File: config.mk
export PLATFORM = sky130hd
export DESIGN_NAME = rf_16_4_write_arbiter
export DESIGN_NICKNAME = d
export VERILOG_FILES = /design/src/rtl/rf_16_4_pkg.sv /design/src/rtl/rf_rr_arb_2.sv /design/src/rtl/rf_16_4_write_arbiter.sv
export SDC_FILE = /design/constraint.sdc
export NUM_CORES = 1
export LEC_CHECK = 0
export BUFFER_PORTS_ARGS = -buffer_cell sky130_fd_sc_hd__buf_2
export CORE_MARGIN = 5
export CORE_UTILIZATION = 45
export DETAILED_ROUTE_END_ITERATION = 8
export HOLD_SLACK_MARGIN = 0.03
export PLACE_DENSITY = 0.77
export SETUP_SLACK_MARGIN = 0.2
export SYNTH_ARGS = -nofsm -noshare
export SYNTH_HDL_FRONTEND = slang
export SYNTH_SLANG_ARGS = --single-unit
export TNS_END_PERCENT = 50
File: constraint.sdc
create_clock -name rf_clock -period 1.4 [get_ports rf_clock]
set_input_delay 0.28 -clock rf_clock [delete_from_list [all_inputs] [get_ports rf_clock]]
set_output_delay 0.28 -clock rf_clock [all_outputs]
set_load 0.05 [all_outputs]
File: src/rtl/rf_16_4_pkg.sv
// Shared geometry constants and enums for the 16x4 register-file write-port controller.
package rf_16_4_pkg;

   localparam int RF_ENTRIES = 16;
   localparam int RF_ADDR_W  = 4;
   localparam int RF_DATA_W  = 4;

   localparam logic [RF_ADDR_W-1:0] RF_LAST_ADDR = RF_ADDR_W'(RF_ENTRIES - 1);

   typedef enum logic {
      CLEAR = 1'b0,
      IDLE  = 1'b1
   } rf_state_t;

   typedef enum logic {
      GRANT_A = 1'b0,
      GRANT_B = 1'b1
   } rf_grant_t;

endpackage

File: src/rtl/rf_rr_arb_2.sv
// Two-input round-robin arbiter: one-hot grant and the updated last-grant marker.
module rf_rr_arb_2
   import rf_16_4_pkg::*;
(
   input  logic [1:0] req,
   input  logic       last_grant,
   output logic [1:0] grant,
   output logic       next_last_grant
);

   always_comb begin
      grant           = 2'b00;
      next_last_grant = last_grant;
      case (req)
         2'b01: grant = 2'b01;
         2'b10: grant = 2'b10;
         2'b11: begin
            // The marker only moves under contention; a lone requester leaves it alone.
            if (last_grant == GRANT_B) begin
               grant           = 2'b01;
               next_last_grant = GRANT_A;
            end else begin
               grant           = 2'b10;
               next_last_grant = GRANT_B;
            end
         end
         default: grant = 2'b00;
      endcase
   end

endmodule

File: src/rtl/rf_16_4_write_arbiter.sv
// Write-port controller for the 16x4 register file: round-robin A/B arbitration,
// registered write port, and a 16-entry zero-clear sequencer run after reset or on request.
module rf_16_4_write_arbiter
   import rf_16_4_pkg::*;
(
   input  logic                 rf_clock,
   input  logic                 rf_reset,
   input  logic                 a_req,
   input  logic [RF_ADDR_W-1:0] a_addr,
   input  logic [RF_DATA_W-1:0] a_data,
   output logic                 a_ack,
   input  logic                 b_req,
   input  logic [RF_ADDR_W-1:0] b_addr,
   input  logic [RF_DATA_W-1:0] b_data,
   output logic                 b_ack,
   input  logic                 clear_req,
   output logic                 clear_busy,
   output logic                 clear_done,
   output logic                 rf_wr_enable,
   output logic [RF_ADDR_W-1:0] rf_wr_addr,
   output logic [RF_DATA_W-1:0] rf_wr_data
);

   rf_state_t            state_reg, state_next;
   logic [RF_ADDR_W-1:0] clear_cnt_reg, clear_cnt_next;
   logic                 last_grant_reg, last_grant_next;
   logic                 wr_enable_next, clear_done_next;
   logic [RF_ADDR_W-1:0] wr_addr_next;
   logic [RF_DATA_W-1:0] wr_data_next;
   logic [1:0]           arb_req, arb_grant;
   logic                 arb_next_last;

   // Requests only reach the arbiter in IDLE when no clear is being started.
   assign arb_req = (state_reg == IDLE && !clear_req) ? {b_req, a_req} : 2'b00;

   rf_rr_arb_2 u_arb (
      .req             (arb_req),
      .last_grant      (last_grant_reg),
      .grant           (arb_grant),
      .next_last_grant (arb_next_last)
   );

   assign a_ack      = arb_grant[0];
   assign b_ack      = arb_grant[1];
   assign clear_busy = (state_reg == CLEAR);

   always_comb begin
      state_next      = state_reg;
      clear_cnt_next  = clear_cnt_reg;
      last_grant_next = last_grant_reg;
      wr_enable_next  = 1'b0;
      wr_addr_next    = rf_wr_addr;
      wr_data_next    = rf_wr_data;
      clear_done_next = 1'b0;
      case (state_reg)
         CLEAR: begin
            wr_enable_next = 1'b1;
            wr_addr_next   = clear_cnt_reg;
            wr_data_next   = '0;
            clear_cnt_next = clear_cnt_reg + RF_ADDR_W'(1);
            if (clear_cnt_reg == RF_LAST_ADDR) begin
               state_next      = IDLE;
               clear_done_next = 1'b1;
            end
         end
         IDLE: begin
            if (clear_req) begin
               state_next = CLEAR;
            end else begin
               last_grant_next = arb_next_last;
               if (arb_grant[0]) begin
                  wr_enable_next = 1'b1;
                  wr_addr_next   = a_addr;
                  wr_data_next   = a_data;
               end else if (arb_grant[1]) begin
                  wr_enable_next = 1'b1;
                  wr_addr_next   = b_addr;
                  wr_data_next   = b_data;
               end
            end
         end
         default: state_next = CLEAR;
      endcase
   end

   always_ff @(posedge rf_clock or posedge rf_reset) begin
      if (rf_reset) begin
         state_reg      <= CLEAR;
         clear_cnt_reg  <= '0;
         last_grant_reg <= GRANT_B;
         rf_wr_enable   <= 1'b0;
         rf_wr_addr     <= '0;
         rf_wr_data     <= '0;
         clear_done     <= 1'b0;
      end else begin
         state_reg      <= state_next;
         clear_cnt_reg  <= clear_cnt_next;
         last_grant_reg <= last_grant_next;
         rf_wr_enable   <= wr_enable_next;
         rf_wr_addr     <= wr_addr_next;
         rf_wr_data     <= wr_data_next;
         clear_done     <= clear_done_next;
      end
   end

endmodule

==> results.yml, run 1 <==
floorplan:
  core_area_mm2: 0.00169
  die_y_um: 51.6
  ios: 34
  initial_core_util: 0.460
  die_area_mm2: 0.00266
  die_w_um: 51.6
  rows: 15
global_route:
  track_usage: 0.183
  grt_pass1_vias: 760
  grt_antenna_before_repair: 0
  grt_max_degree: 17
  grt_remaining_overflow: 0
  grt_pass1_wl_um: 3570
pwr:
  vdd_ir_drop_max_mv: 1.50
  p_per_area_mw_per_mm2: 2110
  p_leak_nw: 0.633
  total_power_mw: 2.59
clocking:
  clk_latency_ns: 0.28
  cts_max_path_buffers: 2
  hold_buffers: 0
  cts_buffers: 3
  cts_tree: "yes"
  path_clk_slew_ns: 0.10
  cts-htree-levels: 1
  cts_root_buffer: "clkbuf_4"
  clkSinkCount: 16
synth:
  synth-main-ff-cell: "dfrtp_1"
  synth.distinct_cells: 23
  synthesis.instances: 73
  synth_edf_count: 0
  synth_nets: 95
  synth_seq_cells: 16
  async_reset_ff_frac: 1.00
  ys.warnings.count: 0
  netlist_area_um2: 777
  synth_area_per_cell_um2: 10.6
  yosysSeqAreaShare: 0.517
critical_path:
  crit_type: "flip-flop to primary output"
  cp_cell_sequence: "nand2b_4 -> nand2_4 -> nor2_4 -> buf_6"
  crit_buf_inv: 1
  cp.required_ns: 1.12
  cpPeakStageDelay_ns: 0.54
  cp-start-kind: "flip-flop"
  path_delay_family: "flip-flops"
  cp_max_fo: 2
  critPathArrivalTime_ns: 1.23
  end_kind: "primary output"
  critPathSlowestCell: "dfstp_2"
run:
  cap_violations: 0
layout:
  multi_input_area_um2: 424
  diodes: 0
  fillers: 109
  nNetsFinal: 146
  final_cell_mix: "buf_2 (21), buf_4 (18), dfrtp_1 (15)"
  final_common_cell: "buf_2"
  area_delta_synth_final_pct: 57.6
  drive_above_1_share: 0.553
  regArea_um2: 402
detailed_routing:
  viasPerCell: 5.27
  vias: 738
  firstDrtPassIters: 4
  ant_nets: 0
  drc: 0
  wirelength_um: 2200
  post_drt_wl_per_cell_um: 15.7
  initialDrtViolationCount: 19
place:
  dp_hpwl_um: 1520
  gp_congestion: 0.771
  portBuffers: 33
outcome:
  outcome: "finished with violations"
  violations: "negative setup slack"
sta:
  worst_slew_pin_slew_ns: 0.632
  whs_ns: 0.0649
  slew-limit-headroom: 0.578
  fin_crit_sh: 1.08
  drv_slew: 0
  fin_worst_skew_ns: 0.00272
  setup_ws_ns: -0.113
  hold_violations: 0
  fin_crit_ns: 1.51
  max_freq_mhz: 661
  rsz0062_at_grt: "true"
  setup_violations: 5
min_path:
  hold_path.class: "input port to async pin"
worst reg2reg max path: cells and delay by family, from the launching register on:
family                 cells  cell delay, ns
AOI/OAI and AO/OA          1            0.08
and+or+nand+nor            2            0.18
buffers and inverters      3            0.36
muxes                      1            0.17
DFF                        1            0.54
routing by layer:
metal	track usage	vias to the layer above	wire length, um
met5	0	-	0
met4	0.0742	0	36
met3	0.0344	4	119
met2	0.316	22	1160
met1	0.222	356	881
li1	-	356	-
Yosys cell counts (2+ instances only):
cell type | count | area share
a221oi_1 | 4 | 0.045
dfrtp_1 | 15 | 0.48
buf_2 | 2 | 0.013
nand2_1 | 2 | 0.0097
nand2b_1 | 2 | 0.016
nor2_1 | 12 | 0.058
nor2b_1 | 2 | 0.016
mux2i_1 | 8 | 0.10
nand3_1 | 5 | 0.032
xnor2_1 | 3 | 0.034
o21ai_0 | 5 | 0.032
inv_1 | 2 | 0.0097
cell type report:
cell class / count / area share
Clock buffer: 4 / 0.0215
Inverter: 2 / 0.00817
Multi-Input combinational cell: 52 / 0.346
Sequential cell: 16 / 0.328
Tap cell: 17 / 0.0174
Timing Repair Buffer: 49 / 0.279
path summary, 6_finish.rpt:
check,startpoint,end,slack (ns),cells past startpoint
setup / recovery,last_grant_reg$_DFFE_PP1P_,a_ack,-0.11,4
hold / removal,rf_reset,rf_wr_enable$_DFF_PP0_,0.06,2
setup reg to reg,last_grant_reg$_DFFE_PP1P_,rf_wr_data[1]$_DFFE_PP0P_,-0.03,7
hold reg to reg,rf_wr_data[2]$_DFFE_PP0P_,rf_wr_data[2]$_DFFE_PP0P_,0.52,2
max in group asynchronous,rf_reset,clear_cnt_reg[2]$_DFFE_PP0N_,0.93,2
min in group rf_clock,clear_req,rf_wr_enable$_DFF_PP0_,0.28,2
kinds of logic after synthesis:
logic type,synth area share
xor+xnor,0.0451
compound gates,0.0902
mux,0.118
simple gates,0.182
buf+inv,0.0322
fa+ha+maj,0.0161
flops,0.517
per-stage QoR:
step | utilization | cells | TNS [ns] | setup slack, ns | cell area (um^2)
6_report | 0.725 | 140 | -0.272 | -0.113 | 1220
5_1_grt | 0.725 | 140 | -0.831 | -0.167 | 1220
4_1_cts | 0.695 | 138 | -0.196 | -0.114 | 1170
3_5_place_dp | 0.608 | 125 | 0 | 0.0624 | 1030
3_3_place_gp | 0.608 | 125 | 0 | 0.0702 | 1030
2_1_floorplan | - | 73 | 0 | 0.0422 | 825
power breakdown:
part           switching, mW  internal [mW]  leakage, nW  total (mW)
logic                  0.868          0.692        0.423        1.56
registers              0.117          0.654        0.195       0.771
clock network          0.148          0.110       0.0150       0.258
total                   1.13           1.46        0.633        2.59
what timing repair did:
action	4_1_cts	5_1_grt
endpoints found under the setup margin	13	21
pin swaps	7	4
resized for setup	21	15
hold endpoints to repair	0	0
setup buffers	9	2
cloned	0	0
(Power assumes the default switching activity.)
==> run 2: changes to the inputs <==
--- a/config.mk
+++ b/config.mk
@@ -6,7 +6,7 @@
 export NUM_CORES = 1
 export LEC_CHECK = 0
 export BUFFER_PORTS_ARGS = -buffer_cell sky130_fd_sc_hd__buf_2
-export CORE_MARGIN = 5
+export CORE_MARGIN = 2
 export CORE_UTILIZATION = 45
 export DETAILED_ROUTE_END_ITERATION = 8
 export HOLD_SLACK_MARGIN = 0.03
@@ -15,4 +15,3 @@
 export SYNTH_ARGS = -nofsm -noshare
 export SYNTH_HDL_FRONTEND = slang
 export SYNTH_SLANG_ARGS = --single-unit
-export TNS_END_PERCENT = 50
==> constraint.sdc (replaced) <==
create_clock -name rf_clock -period 1.4 [get_ports rf_clock]
set_input_delay 0.28 -clock rf_clock [delete_from_list [all_inputs] [get_ports rf_clock]]
set_output_delay 0.28 -clock rf_clock [all_outputs]
set_load 0.005 [all_outputs]
==> results.yml, run 2 (synthesis results as in run 1) <==
sta:
  drv_slew: 0
  whs_ns: 0.268
  setup_violations: 3
  fin_crit_sh: 1.05
  rsz0062_at_grt: "true"
  fin_worst_skew_ns: 0.0117
  slew-limit-headroom: 0.457
  worst_slew_pin_slew_ns: 0.809
  fin_crit_ns: 1.47
  max_freq_mhz: 680
  hold_violations: 0
  setup_ws_ns: -0.0710
floorplan:
  ios: 34
  core_area_mm2: 0.00167
  initial_core_util: 0.465
  die_area_mm2: 0.00208
  die_w_um: 45.6
  rows: 15
  die_y_um: 45.6
critical_path:
  cp.required_ns: 1.12
  r2r_start: "last_grant_reg$_DFFE_PP1P_"
  critPathSlowestCell: "dfrtp_1"
  cp_max_fo: 4
  cpPeakStageDelay_ns: 0.41
  path_delay_family: "flip-flops"
  cp_cell_sequence: "buf_6 -> buf_8 -> nand2b_1 -> nor2_1 -> buf_2"
  end_kind: "primary output"
  critPathArrivalTime_ns: 1.19
  r2r-end: "rf_wr_addr[2]$_DFFE_PP0P_"
  cp-start-kind: "flip-flop"
  r2r_slack_ns: -0.02
  reg2reg_depth: 5
  crit_buf_inv: 3
  cp.depth: 5
  crit_type: "flip-flop to primary output"
detailed_routing:
  vias: 743
  highest_layer: "met4"
  viasPerCell: 5.27
  post_drt_wl_per_cell_um: 15.7
  ant_nets: 0
  wl_met1_um: 873
  initialDrtViolationCount: 15
  wirelength_um: 2210
  drc: 0
  firstDrtPassIters: 6
  dr_wl_met3_um: 91
  met2WireLength_um: 1190
global_route:
  grt_pass1_vias: 701
  grt_remaining_overflow: 0
  grt_max_degree: 17
  track_usage: 0.225
  grt_pass1_wl_um: 3300
  grt_antenna_before_repair: 0
min_path:
  hold_path_startpoint: "a_data[0]"
  min_to: "rf_wr_data[0]$_DFFE_PP0P_"
  holdPathStages: 3
  hold_path.class: "input port to flip-flop"
clocking:
  cts_max_path_buffers: 2
  cts_root_buffer: "clkbuf_4"
  cts_buffers: 3
  path_clk_slew_ns: 0.09
  clk_latency_ns: 0.29
  cts_tree: "yes"
  cts-htree-levels: 1
  clkSinkCount: 16
layout:
  diodes: 0
  final_area_mm2: 0.00125
  final_common_cell: "buf_2"
  final_cell_mix: "buf_2 (32), dfrtp_1 (15), nor2_1 (12)"
  nNetsFinal: 147
  post-route-util: 0.748
  drive_above_1_share: 0.589
  area_delta_synth_final_pct: 60.7
pwr:
  p_per_area_mw_per_mm2: 1860
  p_int_mw: 1.51
  vdd_ir_drop_max_mv: 1.03
  seq_power_share: 0.339
  p_leak_nw: 0.650
  p_sw_mw: 0.815
  power_switching_share: 0.350
  p_clk_frac: 0.112
  power_frac_comb: 0.549
outcome:
  violations: "negative setup slack"
  outcome: "finished with violations"
place:
  portBuffers: 33
  gp_congestion: 0.746
  dp_hpwl_um: 1140
  dpl-instance-area_um2: 993
run:
  cap_violations: 0
## run 2: timing repair
item	in CTS	in global routing
gates resized for setup	25	8
buffers inserted	11	2
hold buffers	1	0
pin swaps	4	4
setup endpoints to repair	12	17
endpoints found under the hold margin	15	0
## run 2: cell type report
class | instances | area, um^2
flip-flops and latches | 16 | 402
repair buffers | 50 | 343
clock buffers | 4 | 26.3
well taps | 17 | 21.3
fillers | 99 | 422
multi-input cells | 52 | 447
inverters | 2 | 10.0
## run 2: metrics by stage
step / setup WS (ns) / total power [mW] / std cells / setup TNS [ns]
floorplan: 0.180 / 1.29 / 73 / 0
global placement: 0.151 / 1.49 / 123 / 0
detailed placement: 0.0685 / 1.52 / 123 / 0
CTS: -0.0542 / 2.18 / 139 / -0.0952
global route: -0.144 / 2.48 / 141 / -0.475
finish: -0.0710 / 2.33 / 141 / -0.153
## run 2: power groups by stage
stage          sequential (mW)  clock, mW  combinational [mW]
2_1_floorplan            0.778          0               0.511
3_3_place_gp             0.777          0               0.712
3_5_place_dp             0.786          0               0.730
4_1_cts                  0.781      0.259                1.14
5_1_grt                  0.818      0.281                1.39
6_report                 0.790      0.260                1.28
## run 2: layer usage
metal  track usage  vias up
li1              -      360
met1         0.286      349
met2         0.380       28
met3        0.0317        6
met4        0.0882        0
met5             0        -
## run 2: worst max path at each step
stage                                     from  slack (ns)                         to
floorplan           last_grant_reg$_DFFE_PP1P_        0.18                      a_ack
global placement    last_grant_reg$_DFFE_PP1P_        0.15  rf_wr_addr[1]$_DFFE_PP0P_
detailed placement  last_grant_reg$_DFFE_PP1P_        0.07  rf_wr_addr[2]$_DFFE_PP0P_
CTS                 last_grant_reg$_DFFE_PP1P_       -0.05                      a_ack
global route               state_reg$_DFF_PP0_       -0.14                      b_ack
finish                     state_reg$_DFF_PP0_       -0.07                      a_ack
## run 2: worst reg2reg max path, stage by stage (launching register included)
cell and delay, ns:
dfstp_2 0.54, nand2b_4 0.13, buf_4 0.13, nand3b_4 0.11, mux2i_1 0.15, a221oi_1 0.27
==> run 3: changes to the inputs <==
--- a/config.mk
+++ b/config.mk
@@ -11,7 +11,6 @@
 export DETAILED_ROUTE_END_ITERATION = 8
 export HOLD_SLACK_MARGIN = 0.03
 export PLACE_DENSITY = 0.77
-export SETUP_SLACK_MARGIN = 0.2
 export SYNTH_ARGS = -nofsm -noshare
 export SYNTH_HDL_FRONTEND = slang
 export SYNTH_SLANG_ARGS = --single-unit
==> results.yml, run 3 (synthesis results as in run 1) <==
outcome:
  outcome: "finished with violations"
  violations: "negative setup slack"
critical_path:
  end_kind: "primary output"
  cp.required_ns: 1.12
  critPathSlowestCell: "dfstp_2"
  cp_cell_sequence: "nand2b_4 -> nand2_4 -> nor2_4 -> buf_2"
  critPathArrivalTime_ns: 1.21
  cp-start-kind: "flip-flop"
  cpPeakStageDelay_ns: 0.55
  crit_type: "flip-flop to primary output"
  cp_max_fo: 2
global_route:
  grt_antenna_before_repair: 0
  track_usage: 0.174
  grt_remaining_overflow: 0
  grt_max_degree: 17
  grt_pass1_wl_um: 2590
  grt_pass1_vias: 632
sta:
  fin_crit_ns: 1.49
  slew-limit-headroom: 0.588
  fin_worst_skew_ns: 0.00561
  fin_crit_sh: 1.06
  drv_slew: 0
  setup_violations: 5
  hold_violations: 0
  worst_slew_pin_slew_ns: 0.617
  finalSetupTns_ns: -0.189
  rsz0062_at_grt: "true"
  max_freq_mhz: 672
  setup_ws_ns: -0.0886
layout:
  diodes: 0
  fillers: 115
  final_common_cell: "buf_2"
  post-route-util: 0.662
  multi_input_area_um2: 387
  nNetsFinal: 142
  drive_above_1_share: 0.487
  final_area_mm2: 0.00111
  final_cell_mix: "buf_2 (33), dfrtp_1 (15), nor2_1 (11)"
  area_delta_synth_final_pct: 42.4
  regArea_um2: 402
min_path:
  hold_path.class: "input port to async pin"
detailed_routing:
  ant_nets: 0
  wirelength_um: 1860
  viasPerCell: 5.21
  initialDrtViolationCount: 12
  firstDrtPassIters: 4
  vias: 708
  drc: 0
  post_drt_wl_per_cell_um: 13.7
pwr:
  p_leak_nw: 0.598
  vdd_ir_drop_max_mv: 1.05
  p_per_area_mw_per_mm2: 1790
clocking:
  cts_root_buffer: "clkbuf_4"
  path_clk_slew_ns: 0.10
  clkSinkCount: 16
  cts_buffers: 3
  cts-htree-levels: 1
  cts_max_path_buffers: 2
  clk_latency_ns: 0.28
  cts_tree: "yes"
floorplan:
  die_w_um: 45.6
  ios: 34
  rows: 15
  die_y_um: 45.6
  die_area_mm2: 0.00208
  core_area_mm2: 0.00167
  initial_core_util: 0.465
place:
  dpl-instance-area_um2: 983
  gp_congestion: 0.792
  pre_cts_ws_ns: 0.0434
  dp_hpwl_um: 1200
  portBuffers: 33
run:
  cap_violations: 0
## run 3: cell types whose count changed in the layout (fill, tap and decap cells not counted), moves of 2 or more
cell,before,now
buf_6,10,2
nand3_2,4,0
nand3_1,1,5
a221oi_1,1,3
buf_4,6,10
a221oi_2,3,1
o21ai_0,1,4
o21ai_1,5,2
## run 3: stage by stage
step	cells	hold WS, ns	total power [mW]
6_report	136	0.0553	1.98
5_1_grt	136	0.116	2.11
4_1_cts	132	0.0694	1.82
3_5_place_dp	125	0.384	1.50
3_3_place_gp	125	0.381	1.48
2_1_floorplan	73	0.193	1.23
## run 3: worst paths after layout
check / startpoint / to / slack [ns] / cells after the start
max: last_grant_reg$_DFFE_PP1P_ / a_ack / -0.09 / 4
min reg2reg: rf_wr_data[1]$_DFFE_PP0P_ / rf_wr_data[1]$_DFFE_PP0P_ / 0.50 / 2
min in group rf_clock: a_data[0] / rf_wr_data[0]$_DFFE_PP0P_ / 0.28 / 3
min: rf_reset / state_reg$_DFF_PP0_ / 0.06 / 2
max reg2reg: last_grant_reg$_DFFE_PP1P_ / rf_wr_addr[2]$_DFFE_PP0P_ / -0.04 / 5
max in group asynchronous: rf_reset / clear_cnt_reg[1]$_DFFE_PP0N_ / 0.94 / 2
## run 3: critical path, delay by kind of cell (launching register included)
family / cells / cell delay, ns
buffers and inverters: 1 / 0.11
flip-flops: 1 / 0.55
AND/OR/NAND/NOR: 3 / 0.28
## run 3: final cells by class
class | instances | share of cell area
inverters | 2 | 0.00679
well taps | 17 | 0.0192
repair buffers | 45 | 0.238
clock buffers | 4 | 0.0238
flip-flops and latches | 16 | 0.363
multi-input cells | 52 | 0.350
## run 3: report_power, final
group,switching (mW),internal [mW]
Clock,0.146,0.110
Sequential,0.117,0.654
Combinational,0.421,0.537
## run 3: timing repair
action                                  4_1_cts  5_1_grt
endpoints found under the hold margin         0        0
pin swaps                                     1        5
cloned                                        0        0
resized for setup                             4        8
hold buffers                                  0        0
buffers inserted                              3        5
endpoints found under the setup margin        2       11
## run 3: metal layers
metal | vias up | share of wire | track usage
li1 | 348 | - | -
met1 | 339 | 0.47 | 0.232
met2 | 19 | 0.48 | 0.276
met3 | 2 | 0.041 | 0.0397
met4 | 0 | 0.0075 | 0.0588
met5 | - | 0 | 0
